==> config.mk <==
export PLATFORM = sky130hd
export DESIGN_NAME = rol_iter
export DESIGN_NICKNAME = d
export VERILOG_FILES = /design/src/rtl/logunits_pkg.sv /design/src/rtl/rol_step.sv /design/src/rtl/rol_iter.sv
export SDC_FILE = /design/constraint.sdc
export NUM_CORES = 1
export LEC_CHECK = 0
export ABC_AREA = 0
export BUFFER_PORTS_ARGS = -buffer_cell sky130_fd_sc_hd__clkbuf_2
export CELL_PAD_IN_SITES_DETAIL_PLACEMENT = 0
export CELL_PAD_IN_SITES_GLOBAL_PLACEMENT = 1
export CORE_MARGIN = 2
export CORE_UTILIZATION = 37
export DETAILED_ROUTE_END_ITERATION = 12
export PLACE_DENSITY = 0.87
export SYNTH_ARGS = -nofsm -noshare
export SYNTH_HDL_FRONTEND = slang
export SYNTH_SLANG_ARGS = --single-unit
==> constraint.sdc <==
create_clock -name clk -period 3.1 [get_ports clk]
set_input_delay 0.31 -clock clk [delete_from_list [all_inputs] [get_ports clk]]
set_output_delay 0.31 -clock clk [all_outputs]
set_load 0.02 [all_outputs]
==> src/rtl/logunits_pkg.sv <==
// rtl/logunits_pkg.sv - shared types and constants for the logic units
package logunits_pkg;

    localparam int WIDTH_DEF = 16;
    localparam int CNTW      = $clog2(WIDTH_DEF);

    typedef enum logic [1:0] {
        IDLE = 2'd0,
        RUN  = 2'd1,
        DONE = 2'd2
    } rol_state_t;

endpackage

==> src/rtl/rol_step.sv <==
// rtl/rol_step.sv - combinational one-bit rotate-left with bit-out
module rol_step #(
    parameter int WIDTH = 16
) (
    input  logic [WIDTH-1:0] din,
    output logic [WIDTH-1:0] dout,
    output logic             bout
);

    assign dout = {din[WIDTH-2:0], din[WIDTH-1]};
    assign bout = din[WIDTH-1];

endmodule

==> src/rtl/rol_iter.sv <==
// rtl/rol_iter.sv - multicycle rotate-left, one bit per clock, start/busy/done
module rol_iter
    import logunits_pkg::*;
#(
    parameter int WIDTH = WIDTH_DEF,
    parameter int SHW   = 5
) (
    input  logic             clk,
    input  logic             rst,
    input  logic             start,
    input  logic [WIDTH-1:0] Ain,
    input  logic [SHW-1:0]   shamt,
    output logic             busy,
    output logic             done,
    output logic [WIDTH-1:0] Aout,
    output logic             cout
);

    localparam int CW = $clog2(WIDTH);

    rol_state_t      state_q, state_d;
    logic [CW-1:0]   count_q;
    logic [CW-1:0]   amt;
    logic [WIDTH-1:0] rot_word;
    logic            rot_bit;
    logic            accept;

    // Amount is taken mod WIDTH; the upper shamt bits are intentionally dropped.
    assign amt = shamt[CW-1:0];

    logic unused_shamt_hi;
    assign unused_shamt_hi = ^shamt[SHW-1:CW];

    assign accept = start && (state_q != RUN);
    assign busy   = (state_q == RUN);
    assign done   = (state_q == DONE);

    rol_step #(.WIDTH(WIDTH)) u_step (
        .din  (Aout),
        .dout (rot_word),
        .bout (rot_bit)
    );

    always_ff @(posedge clk) begin
        if (rst) begin
            state_q <= IDLE;
        end else begin
            state_q <= state_d;
        end
    end

    always_comb begin
        state_d = state_q;
        case (state_q)
            IDLE: begin
                if (start) begin
                    state_d = (amt == '0) ? DONE : RUN;
                end
            end
            RUN: begin
                if (count_q == CW'(1)) begin
                    state_d = DONE;
                end
            end
            DONE: begin
                if (start) begin
                    state_d = (amt == '0) ? DONE : RUN;
                end else begin
                    state_d = IDLE;
                end
            end
            default: state_d = IDLE;
        endcase
    end

    always_ff @(posedge clk) begin
        if (rst) begin
            Aout    <= '0;
            cout    <= 1'b0;
            count_q <= '0;
        end else if (accept) begin
            Aout    <= Ain;
            cout    <= 1'b0;
            count_q <= amt;
        end else if (state_q == RUN) begin
            Aout    <= rot_word;
            cout    <= rot_bit;
            count_q <= count_q - 1'b1;
        end
    end

endmodule

Word-level counts from Yosys, hierarchy flattened

Index checks and enable logic that the tools add are counted.

Bits in registers: 23
Bits of input ports: 24
Output and inout port bits: 19

Add/subtract/negate cells: 1
Equality and inequality tests: 6
Mux-type cells: 9
Reduce and logical (&&, ||, !) cells: 6

Operators with widths:

| kind                                                   | count |
|---|---|
| 2-to-1 mux 16 bit                                      | 2 |
| 2-to-1 mux 2 bit                                       | 4 |
| 2-to-1 mux 4 bit                                       | 2 |
| one-hot mux 2 bit (3 select lines)                     | 1 |
| == test 4 x 1 -> 1 bit (second input constant)         | 1 |
| zero test 4 bit                                        | 1 |
| inequality test 2 x 1 -> 1 bit (second input constant) | 2 |
| subtractor 4 x 1 -> 4 bit (second input constant)      | 1 |
| == test 2 x 1 -> 1 bit (second input constant)         | 1 |
| == test 2 bit (second input constant)                  | 1 |
| zero test 2 bit                                        | 1 |
| inequality test 2 bit (second input constant)          | 1 |
| AND reduction 2 bit                                    | 1 |
| nonzero test 2 bit                                     | 1 |
| OR reduction 2 bit                                     | 1 |
| logical AND 1 bit                                      | 1 |

Longest topological paths before layout

Gate-level depths: netlist of the first run.

Word-level depth: 4
Gate-level depth with buffers: 5
Depth with buffers taken out: 5

Cells and area by module

Synthesis of the first run repeated with hierarchy kept, for this count alone.

Cells, all modules: 136
Area total of the unflattened synthesis: 1219.9 um2

By module, submodules not included:

| module   | instances | cells each | area each (um2) | sequential area each (um2) |
|---|---|---|---|---|
| rol_iter | 1         | 119        | 1092.3          | 460.4 |
| rol_step | 1         | 17         | 127.6           | 0.0 |

Least setup slack after synthesis of the first run

No wires, ideal clock.

Path type: register -> register
Start point: register count_q[0]
End point: register count_q[3]
Arrival time: 1.098 ns
Required time: 3.026 ns
Setup slack: 1.928 ns
Cell stages (with the launch flop): 4
Path buffers: 0
Period minus slack after synthesis: 1.172 ns
Path through: dfxtp_1 or3_1 or3_1 a31oi_1

Word-level cells in the longest chain between the ends: 3

Ends and longest elaborated chain:

| item                      | line           | text |
|---|---|---|
| start, declared           | rol_iter.sv:22 | `logic [CW-1:0] count_q;` |
| start signal, assigned    | rol_iter.sv:84 | `count_q <= amt;` |
| start signal, assigned    | rol_iter.sv:88 | `count_q <= count_q - 1'b1;` |
| subtractor 4 x 1 -> 4 bit | rol_iter.sv:88 |  |
| 2-to-1 mux 4 bit          | rol_iter.sv:85 | `end else if (state_q == RUN) begin` |
| 2-to-1 mux 4 bit          | rol_iter.sv:81 | `end else if (accept) begin` |

No other way between the ends. The select of a mux whose other input is x is not followed.
A chain may end at the register's enable or synchronous reset.

Worst setup path after layout of the first run

Start point: register state_q[1]
End point: output busy

Word-level cells in the longest chain between the ends: 1

Ends and longest elaborated chain:

| item                   | line           | text |
|---|---|---|
| start, declared        | rol_iter.sv:21 | `rol_state_t state_q, state_d;` |
| start signal, assigned | rol_iter.sv:48 | `state_q <= state_d;` |
| == test 2 x 1 -> 1 bit | rol_iter.sv:35 | `assign busy = (state_q == RUN);` |
| end, declared          | rol_iter.sv:13 | `output logic busy,` |

No other way between the ends.

==> results of run 1 <==
-- worst max-delay path, stage by stage, from the launching register on --
cell and delay, ns:
dfxtp_1 0.34, nand2b_1 0.58, inv_1 0.27, clkbuf_2 0.23
-- stage by stage --
step,power [mW],hold slack (ns),cells,utilization
3_3_place_gp,0.532,0.461,182,0.461
3_5_place_dp,0.537,0.465,182,0.461
4_1_cts,0.675,0.253,186,0.470
6_report,0.668,0.256,186,0.470
5_1_grt,0.709,0.262,186,0.470
2_1_floorplan,0.484,0.383,119,-
-- cells in the final DEF, fill, tap and decap left out, drive strengths merged --
cell / netlist / routed
dfxtp: 23 / 23
nand3: 4 / 4
nor3: 1 / 1
nand2: 3 / 3
and2: 1 / 1
a21oi: 3 / 3
nor4: 2 / 2
buf: 8 / 1
mux2i: 15 / 15
o211a: 1 / 1
o21a: 1 / 1
ha: 2 / 2
a211oi: 18 / 18
nand2b: 1 / 1
mux2: 1 / 1
o21ai: 3 / 3
nor2b: 4 / 4
or3: 2 / 2
clkbuf: 2 / 45
inv: 4 / 4
o21ba: 1 / 1
a31oi: 2 / 2
nor2: 17 / 17
-- final timing paths --
kind | end | slack, ns | depth (start not counted)
hold reg to reg | cout$_SDFFE_PP0P_ | 0.48 | 2
setup / recovery | busy | 1.06 | 3
hold / removal | count_q[2]$_SDFFE_PP0P_ | 0.26 | 3
setup reg to reg | count_q[0]$_SDFFE_PP0P_ | 1.43 | 4
-- logic make-up (layout without fill, tap and decap cells) --
family | count (synthesis) | after routing | share of synthesized area
compound gates | 29 | 29 | 0.188
flops | 23 | 23 | 0.423
mux | 16 | 16 | 0.148
fa+ha+maj | 2 | 2 | 0.0230
buf+inv | 14 | 50 | 0.0689
simple gates | 35 | 35 | 0.149
-- routing by layer --
layer / wire (um) / GRT usage
met3: 168 / 0.0379
met2: 1140 / 0.247
met4: 12 / 0.0399
met1: 1060 / 0.198
met5: 0 / 0
-- layout make-up --
type | count | area [sq um] | share of cell area
clock buffer | 4 | 26.3 | 0.0201
sequential | 23 | 460 | 0.352
timing repair buffer | 42 | 213 | 0.163
inverter | 4 | 15.0 | 0.0115
tap | 31 | 38.8 | 0.0297
multi-input combinational | 82 | 554 | 0.424
-- report_power, final --
| group | internal (mW) | total, mW | switching (mW) |
|---|---|---|---|
| Combinational | 0.0721 | 0.175 | 0.103 |
| Sequential | 0.328 | 0.353 | 0.0258 |
| Clock | 0.0501 | 0.140 | 0.0895 |
-- sequential cells by signal, summed over array words and instances, names as in the netlist --
signal and count:
state_q 2, cout 1, count_q 4, Aout 16
==> metrics.md, run 1 <==
| Metric | Value |
|---|---|
| Crit path kind | `reg2out` |
| Syn_nets | `145` |
| Root buffer cell | `clkbuf_4` |
| Most frequent cell after synthesis | `dfxtp_1` |
| Area Growth Syn to Fin | `20.0%` |
| Post-synth ARST share | `0` |
| CTS tree | `built` |
| Post-synthesis cell area | `0.00109 sq mm` |
| Outcome | `finished clean` |
| Fin crit period | `2.04 ns` |
| Initial Utilization | `0.392` |
| Post-synth top cells | `dfxtp_1, a211oi_1, nor2_1` |
| Final GP Congestion | `0.730` |
| Chip height | `58.3 um` |
| GRT Resource Usage Total | `0.151` |
| Largest net degree at the start of global routing | `24` |
| Core Area | `0.00278 sq mm` |
| Worst setup path startpoint | `state_q[1]$_SDFFE_PP0P_` |
| RSZ-0062 raised after global routing | `no` |
| CTS sink cnt | `23` |
| Min-delay src | `shamt[2]` |
| Top-area cell type share of the netlist area | `0.423` |
| Synth cell types | `27` |
| Power Dens Cells | `511 mW/mm^2` |
| Share of cells above drive strength 1 | `0.310` |
| Peak supply drop | `0.000332 V` |
| Via count | `996` |
| Synth area leader | `dfxtp_1` |
| Req. time, crit path | `2.79 ns` |
| H-tree levels | `1` |
| Crit end category | `output port` |
| Total die area | `0.00340 sq mm` |
| Post-DRT Antenna Nets | `0` |
| Clock Skews | `0.00424 ns` |
| Relative slew slack | `0.510` |
| Top FF cell, synth | `dfxtp_1` |
| Fin Setup TNS | `0 ns` |
| Post-CTS Setup Bufs | `0` |
| Port Buf Inserts | `41` |
| Final Cycle Share | `0.657` |
| Vias in the first global route | `919` |
| Starting DRT DRC Count | `25` |
| Worst Tran Pin Value | `0.735 ns` |
| Hold buffers post-CTS | `0` |
| Max-slew violation count | `0` |
| Final net count | `182` |
| Leak pwr | `0.629 nW` |
| Final Cell Area | `0.00131 sq mm` |
| Die span in x | `58.3 um` |
| Avg Vias per Cell | `5.35` |
| Post_cts resized | `0` |
| Fill cells | `294` |
| Number of synthesized register bits | `23` |
| Post-Route WL | `2370 um` |
| DP Area | `0.00128 sq mm` |
| Final Hold Vio Count | `0` |
| DP HPWL | `1730 um` |
| Worst r2r src | `state_q[1]$_SDFFE_PP0P_` |
| Final setup fails | `0` |
| Worst-path clk slew | `0.13 ns` |
| First-pass GRT wire length | `4060 um` |
| Site Rows | `19` |
| TritonRoute pass-1 iters | `4` |
| Max cap viols | `0` |
| DR WL/cell | `12.8 um` |
| Setup WS post-layout | `1.06 ns` |
| Sequential element share of the synthesized area | `0.423` |
| Initial antenna violation count | `0` |
| Clk Latency, worst-skew pair | `0.30 ns` |
| Maximum clock rate | `0.491 GHz` |
| Pre-CTS setup slack | `1.39 ns` |
| Synthesis Warnings | `0` |
| Diode count | `0` |
| Hold Crit Class | `in2reg` |
| Mapped Cells | `119` |
| Total gr overflow | `0` |
| Num CTS Buffers | `3` |
| Mapped Avg Cell Area | `9.16 sq um` |
| CP Max Fanout | `22` |
| CP Launch Type | `flop` |
| IO Count | `43` |
| Maximum clock insertion buffer count | `2` |
| Final routed DRC violation total | `0` |
| Arrival @ worst endpoint | `1.73 ns` |
| Synth top area cells | `dfxtp_1, mux2i_1, a211oi_1` |
| EDFF count, synth | `0` |
Note: power is estimated with default switching activity, not from simulation.
==> inputs of run 2 (changes only) <==
Settings changed: CORE_UTILIZATION 37 to 31, PLACE_DENSITY 0.87 to 0.78.
Clock period 3.1 ns to 1.7 ns, I/O delays scaled along.
==> run 2 against run 1 <==
Compared with the run above:
- hold slack lost 0.14 ns
- cell count up 9.1%
- clock power rose by 83%
==> metrics.md, run 2 (synthesized netlist as in run 1, its figures left out) <==
| Metric | Value |
|---|---|
| Final net count | `184 (+1.1%)` |
| Area Growth Syn to Fin | `23.2%` |
| Power Dens Cells | `913 mW/mm^2 (+79%)` |
| Reg2Reg Setup Slack | `0.44 ns (-0.99 ns)` |
| Vias in the first global route | `942 (+2.5%)` |
| Flop pwr share | `0.526 (-0.003)` |
| Cell Int Power | `0.821 mW (+82%)` |
| CTS sink cnt | `23 (unchanged)` |
| CP Max Fanout | `8 (-64%)` |
| Share of cells above drive strength 1 | `0.325 (+0.0152)` |
| Leading cell types in the layout, fill and taps excluded | `clkbuf_2, dfxtp_1, a211oi_1` |
| H-tree levels | `1 (unchanged)` |
| Site Rows | `21 (+2)` |
| Hold Crit Class | `in2reg` |
| Largest Register | `Aout` |
| Post-CTS Setup Bufs | `0 (unchanged)` |
| CTS tree | `built` |
| Comb power frac | `0.265 (+0.003)` |
| Pre-CTS setup slack | `0.459 ns (-0.927 ns)` |
| Hold buffers post-CTS | `0 (unchanged)` |
| Worst Tran Pin Value | `0.465 ns (-0.270 ns)` |
| Num CTS Buffers | `3 (unchanged)` |
| Total gr overflow | `0 (unchanged)` |
| Die span in x | `63.3 um (+8.6%)` |
| Clock power share | `0.209 (about the same)` |
| Worst setup path startpoint | `state_q[0]$_SDFFE_PP0P_` |
| Arrival @ worst endpoint | `1.33 ns (-0.40 ns)` |
| Via count | `974 (-2.2%)` |
| Setup WS post-layout | `0.201 ns (-0.861 ns)` |
| Worst Setup EP | `busy` |
| Leak pwr | `0.641 nW (+1.9%)` |
| Diode count | `0 (unchanged)` |
| RR Endpoint | `count_q[1]$_SDFFE_PP0P_` |
| Chip height | `63.3 um (+8.6%)` |
| Largest net degree at the start of global routing | `24 (unchanged)` |
| TritonRoute pass-1 iters | `4 (unchanged)` |
| Fin crit period | `1.50 ns` |
| Starting DRT DRC Count | `39 (+56%)` |
| GRT Resource Usage Total | `0.129 (-0.0223)` |
| Final setup fails | `0 (unchanged)` |
| Peak supply drop | `0.000570 V (+72%)` |
| Worst r2r path cells | `4 (unchanged)` |
| Sw Share | `0.330 (+0.00357)` |
| Worst-path clk slew | `0.13 ns (about the same)` |
| Final Cycle Share | `0.882` |
| Maximum clock insertion buffer count | `2 (unchanged)` |
| Min Hold Slack | `0.120 ns (-0.136 ns)` |
| Post-Route WL | `2420 um (+2.0%)` |
| Total chip power | `1.23 mW (+83%)` |
| Req. time, crit path | `1.53 ns (-1.26 ns)` |
| Initial Utilization | `0.324 (-0.0678)` |
| Max reg flops | `16 (unchanged)` |
| Post_cts resized | `0 (unchanged)` |
| Maximum clock rate | `0.667 GHz` |
| Final Cell Area | `0.00134 sq mm (+2.7%)` |
| Final Hold Vio Count | `0 (unchanged)` |
| Final GP Congestion | `0.777 (+6.5%)` |
| Core Area | `0.00336 sq mm (+21%)` |
| Max cap viols | `0 (unchanged)` |
| RSZ-0062 raised after global routing | `no` |
| Clock Skews | `0.00408 ns (-0.000165 ns)` |
| Outcome | `finished clean` |
| Crit path kind | `reg2out` |
| CP Launch Type | `flop` |
| DP HPWL | `1810 um (+4.9%)` |
| Port Buf Inserts | `41 (unchanged)` |
| Sw power | `0.405 mW (+85%)` |
| Total die area | `0.00401 sq mm (+18%)` |
| Post-DRT Antenna Nets | `0 (unchanged)` |
| Crit end category | `output port` |
| Relative slew slack | `0.690 (+0.180)` |
| Initial antenna violation count | `0 (unchanged)` |
| Max-slew violation count | `0 (unchanged)` |
| Fin Setup TNS | `0 ns (unchanged)` |
| DR WL/cell | `11.9 um (-6.6%)` |
| Root buffer cell | `clkbuf_4` |
| DP Area | `0.00132 sq mm (+2.6%)` |
| Worst r2r src | `state_q[0]$_SDFFE_PP0P_` |
| Largest registers | `Aout: 16 flops, count_q: 4 flops, state_q: 2 flops` |
| Clk Latency, worst-skew pair | `0.31 ns (about the same)` |
| IO Count | `43 (unchanged)` |
| Avg Vias per Cell | `4.80 (-10%)` |
| First-pass GRT wire length | `4170 um (+2.7%)` |
| Commonest non-fill, non-tap cell in the layout | `clkbuf_2` |
| Final routed DRC violation total | `0 (unchanged)` |
[run 2: cell count changes in the layout (fill, tap and decap cells not counted), sizes merged]
cell	before	now
buf	1	3
clkbuf	45	44
clkinv	0	1
[run 2: layer usage]
layer,vias up,GRT usage,part of all wire
met2,25,0.218,0.47
met3,2,0.0393,0.057
met1,446,0.157,0.47
li1,501,-,-
met4,0,0.0408,0.0062
met5,-,0,0
[run 2: final cells by class]
type | count | area, sq um
Sequential cell | 23 | 460
Timing Repair Buffer | 44 | 228
Tap cell | 46 | 57.6
Inverter | 4 | 15.0
Fill cell | 386 | 2020
Multi-Input combinational cell | 82 | 554
Clock inverter | 1 | 5.00
Clock buffer | 3 | 22.5
[run 2: per-stage QoR]
stage,std cells,util
2_1_floorplan,119,-
3_3_place_gp,199,0.391
3_5_place_dp,199,0.391
4_1_cts,203,0.399
5_1_grt,203,0.399
6_report,203,0.399
[run 2: worst max-delay path: stages (launching register included)]
cell	delay, ns
dfxtp_1	0.41
nand2b_1	0.19
inv_1	0.21
clkbuf_2	0.20
[run 2: worst min-delay path by stage]
stage          startpoint                       to  slack (ns)  depth (start not counted)
2_1_floorplan         rst     Aout[9]$_SDFFE_PP0P_        0.24                          1
3_3_place_gp     shamt[2]  count_q[2]$_SDFFE_PP0P_        0.46                          3
3_5_place_dp     shamt[2]  count_q[2]$_SDFFE_PP0P_        0.46                          3
4_1_cts          shamt[2]  count_q[2]$_SDFFE_PP0P_        0.12                          3
5_1_grt          shamt[2]  count_q[2]$_SDFFE_PP0P_        0.12                          3
6_report         shamt[2]  count_q[2]$_SDFFE_PP0P_        0.12                          3
[run 2: power by group through the flow]
| stage | registers [mW] | clock network, mW | logic, mW |
|---|---|---|---|
| 4_1_cts | 0.646 | 0.270 | 0.330 |
| 2_1_floorplan | 0.696 | 0 | 0.186 |
| 3_3_place_gp | 0.654 | 0 | 0.324 |
| 3_5_place_dp | 0.658 | 0 | 0.329 |
| 5_1_grt | 0.654 | 0.294 | 0.364 |
| 6_report | 0.645 | 0.256 | 0.325 |
==> inputs of run 3 (changes only) <==
Settings changed: ABC_AREA 0 to 1, CORE_UTILIZATION 31 to 30.
==> run 3 against run 2 <==
Compared with the run above:
- sequential share of layout area down 3.7 points
- fmax is 17% higher
- clock skew rose by 0.0012 ns
- sequential cell count unchanged
- total power is 4.4% higher
==> metrics.md, run 3 <==
| Metric | Value |
|---|---|
| Initial Utilization | `0.309 (-0.0153)` |
| Post-synthesis cell area | `0.00123 sq mm (+13%)` |
| Max reg flops | `16 (unchanged)` |
| Top-area cell type share of the netlist area | `0.376 (-0.0470)` |
| Power Dens Cells | `850 mW/mm^2 (-7.0%)` |
| Post-CTS Setup Bufs | `0 (unchanged)` |
| Final GP Congestion | `0.777 (about the same)` |
| Arrival @ worst endpoint | `1.50 ns (+0.17 ns)` |
| Final net count | `250 (+36%)` |
| H-tree levels | `1 (unchanged)` |
| Post-Route WL | `2810 um (+16%)` |
| Crit end category | `flop` |
| Crit path kind | `reg2reg` |
| Min Hold Slack | `0.154 ns (+0.0333 ns)` |
| Reg2Reg Setup Slack | `0.42 ns (-0.02 ns)` |
| Final core utilization | `0.379 (-0.0198)` |
| DR WL/cell | `10.3 um (-14%)` |
| Maximum clock rate | `0.781 GHz (+17%)` |
| Critical path's largest stage delay | `0.39 ns (-0.02 ns)` |
| Vias in the first global route | `1025 (+8.8%)` |
| Sequential element share of the synthesized area | `0.376 (-0.0470)` |
| Num CTS Buffers | `3 (unchanged)` |
| Clock Skews | `0.00527 ns (+0.00119 ns)` |
| Largest net degree at the start of global routing | `20 (-17%)` |
| First-pass GRT wire length | `4580 um (+9.8%)` |
| RR Endpoint | `count_q[0]$_SDFFE_PP0P_` |
| Core Area | `0.00397 sq mm (+18%)` |
| GRT Resource Usage Total | `0.133 (+0.00362)` |
| Post-synth top cells | `nand2_1, inv_1, dfxtp_1` |
| CTS sink cnt | `23 (unchanged)` |
| Worst Tran Pin Value | `0.481 ns (+0.0158 ns)` |
| Largest registers | `Aout: 16 flops, count_q: 4 flops, state_q: 2 flops` |
| Final setup fails | `0 (unchanged)` |
| EDFF count, synth | `0 (unchanged)` |
| Diode count | `0 (unchanged)` |
| Mapped Cells | `182 (+53%)` |
| Worst r2r path cells | `7 (+3)` |
| Min-delay src | `rst` |
| Max cap viols | `0 (unchanged)` |
| Cells along the critical path | `inv_2, nor2_8, nor2_4, nand2_1, nand3_2, nand2_1, inv_1` |
| Hold Crit Class | `in2reg` |
| Relative slew slack | `0.679 (-0.0113)` |
| Final Hold Vio Count | `0 (unchanged)` |
| Peak supply drop | `0.000314 V (-45%)` |
| Synth area leader | `dfxtp_1` |
| IO Count | `43 (unchanged)` |
| Worst r2r src | `state_q[0]$_SDFFE_PP0P_` |
| Mapped Avg Cell Area | `6.74 sq um (-26%)` |
| CP Max Fanout | `19 (+11)` |
| Avg Vias per Cell | `4.30 (-10%)` |
| RSZ-0062 raised after global routing | `no` |
| Fill cells | `459 (+19%)` |
| Final Cycle Share | `0.754 (-0.128)` |
| Worst path depth | `7 (+4)` |
| Worst-path clk slew | `0.08 ns (-0.05 ns)` |
| Via count | `1174 (+21%)` |
| Outcome | `finished clean` |
| Leading cell types in the layout, fill and taps excluded | `nand2_1, clkbuf_2, inv_1` |
| TritonRoute pass-1 iters | `4 (unchanged)` |
| Site Rows | `23 (+9.5%)` |
| CTS tree | `built` |
| DP HPWL | `2060 um (+14%)` |
| Synth top area cells | `dfxtp_1, nand2_1, nand3_1` |
| Total die area | `0.00461 sq mm (+15%)` |
| Die span in x | `67.9 um (+7.3%)` |
| Cell family with most CP delay | `simple AND/OR/NAND/NOR gates` |
| Worst Setup EP | `count_q[0]$_SDFFE_PP0P_` |
| Post-synth ARST share | `0 (unchanged)` |
| Hold buffers post-CTS | `0 (unchanged)` |
| Post-DRT Antenna Nets | `0 (unchanged)` |
| Share of cells above drive strength 1 | `0.287 (-0.0378)` |
| Top FF cell, synth | `dfxtp_1` |
| Final routed DRC violation total | `0 (unchanged)` |
| Post_cts resized | `0 (unchanged)` |
| Clk Latency, worst-skew pair | `0.26 ns (-0.05 ns)` |
| Initial antenna violation count | `0 (unchanged)` |
| CP max-delay cell | `nor2_4` |
| Req. time, crit path | `1.92 ns (+0.39 ns)` |
| Crit path top cell by count | `nand2_1` |
| Starting DRT DRC Count | `69 (+77%)` |
| Fin crit period | `1.28 ns (-0.218 ns)` |
| Root buffer cell | `clkbuf_8` |
| Leak pwr | `0.878 nW (+37%)` |
| Critical path buffer and inverter count | `2 (unchanged)` |
| Maximum clock insertion buffer count | `2 (unchanged)` |
| Syn_nets | `208 (+43%)` |
| Largest Register | `Aout` |
| Most frequent cell after synthesis | `nand2_1` |
| Synthesis Warnings | `0 (unchanged)` |
| Worst setup path startpoint | `state_q[0]$_SDFFE_PP0P_` |
| Port Buf Inserts | `41 (unchanged)` |
| Number of synthesized register bits | `23 (unchanged)` |
| Max-slew violation count | `0 (unchanged)` |
| Synth cell types | `20 (-26%)` |
| Chip height | `67.9 um (+7.3%)` |
| CP Launch Type | `flop` |
| Fin Setup TNS | `0 ns (unchanged)` |
| Total gr overflow | `0 (unchanged)` |
| Commonest non-fill, non-tap cell in the layout | `nand2_1` |
| Area Growth Syn to Fin | `22.9%` |
==> run 3: worst register-to-register path: cells and delay by family, from the launching register on <==
family,cells,cell delay [ns]
buffers and inverters,2,0.18
DFF,1,0.33
and+or+nand+nor,5,0.73
==> run 3: cells by family after synthesis <==
group / count (synthesis) / synth area share
AND/OR/NAND/NOR: 119 / 0.457
AO/OA/AOI/OAI: 4 / 0.0184
adder cells (fa/ha/maj): 2 / 0.0204
XOR/XNOR: 1 / 0.00714
buffers and inverters: 33 / 0.121
flip-flops: 23 / 0.376
==> run 3: metrics by stage <==
step	std cells	cell area, sq um	setup slack (ns)	total power [mW]
global placement	269	1460	0.442	0.957
detailed placement	269	1460	0.426	0.961
finish	273	1510	0.419	1.28
global route	273	1510	0.270	1.37
floorplan	182	1230	0.532	0.863
CTS	273	1510	0.410	1.30
==> run 3: power by group <==
part	total (mW)	internal (mW)	switching, mW
Clock	0.337	0.167	0.170
Sequential	0.618	0.582	0.0365
Combinational	0.325	0.120	0.205
Total	1.28	0.869	0.411
==> run 3: layer usage <==
layer / wire [um] / vias up / track usage
li1: - / 630 / -
met1: 1350 / 513 / 0.169
met2: 1300 / 28 / 0.218
met4: 27 / 0 / 0.0525
met5: 0 / - / 0
met3: 140 / 3 / 0.0263
==> run 3: worst min path at each step <==
stage / endpoint / slack (ns) / cells past startpoint
after detailed placement: count_q[3]$_SDFFE_PP0P_ / 0.42 / 2
after global routing: count_q[3]$_SDFFE_PP0P_ / 0.15 / 2
after global placement: count_q[3]$_SDFFE_PP0P_ / 0.42 / 2
final: count_q[3]$_SDFFE_PP0P_ / 0.15 / 2
after floorplan: count_q[3]$_SDFFE_PP0P_ / 0.24 / 1
after CTS: count_q[3]$_SDFFE_PP0P_ / 0.14 / 2
==> run 3: cell type report <==
type                    count  area, sq um  area share
clock buffers               4         45.0      0.0299
flip-flops and latches     23          460       0.306
multi-input cells         126          617       0.409
well taps                  50         62.6      0.0415
repair buffers             43          220       0.146
inverters                  27          101      0.0673
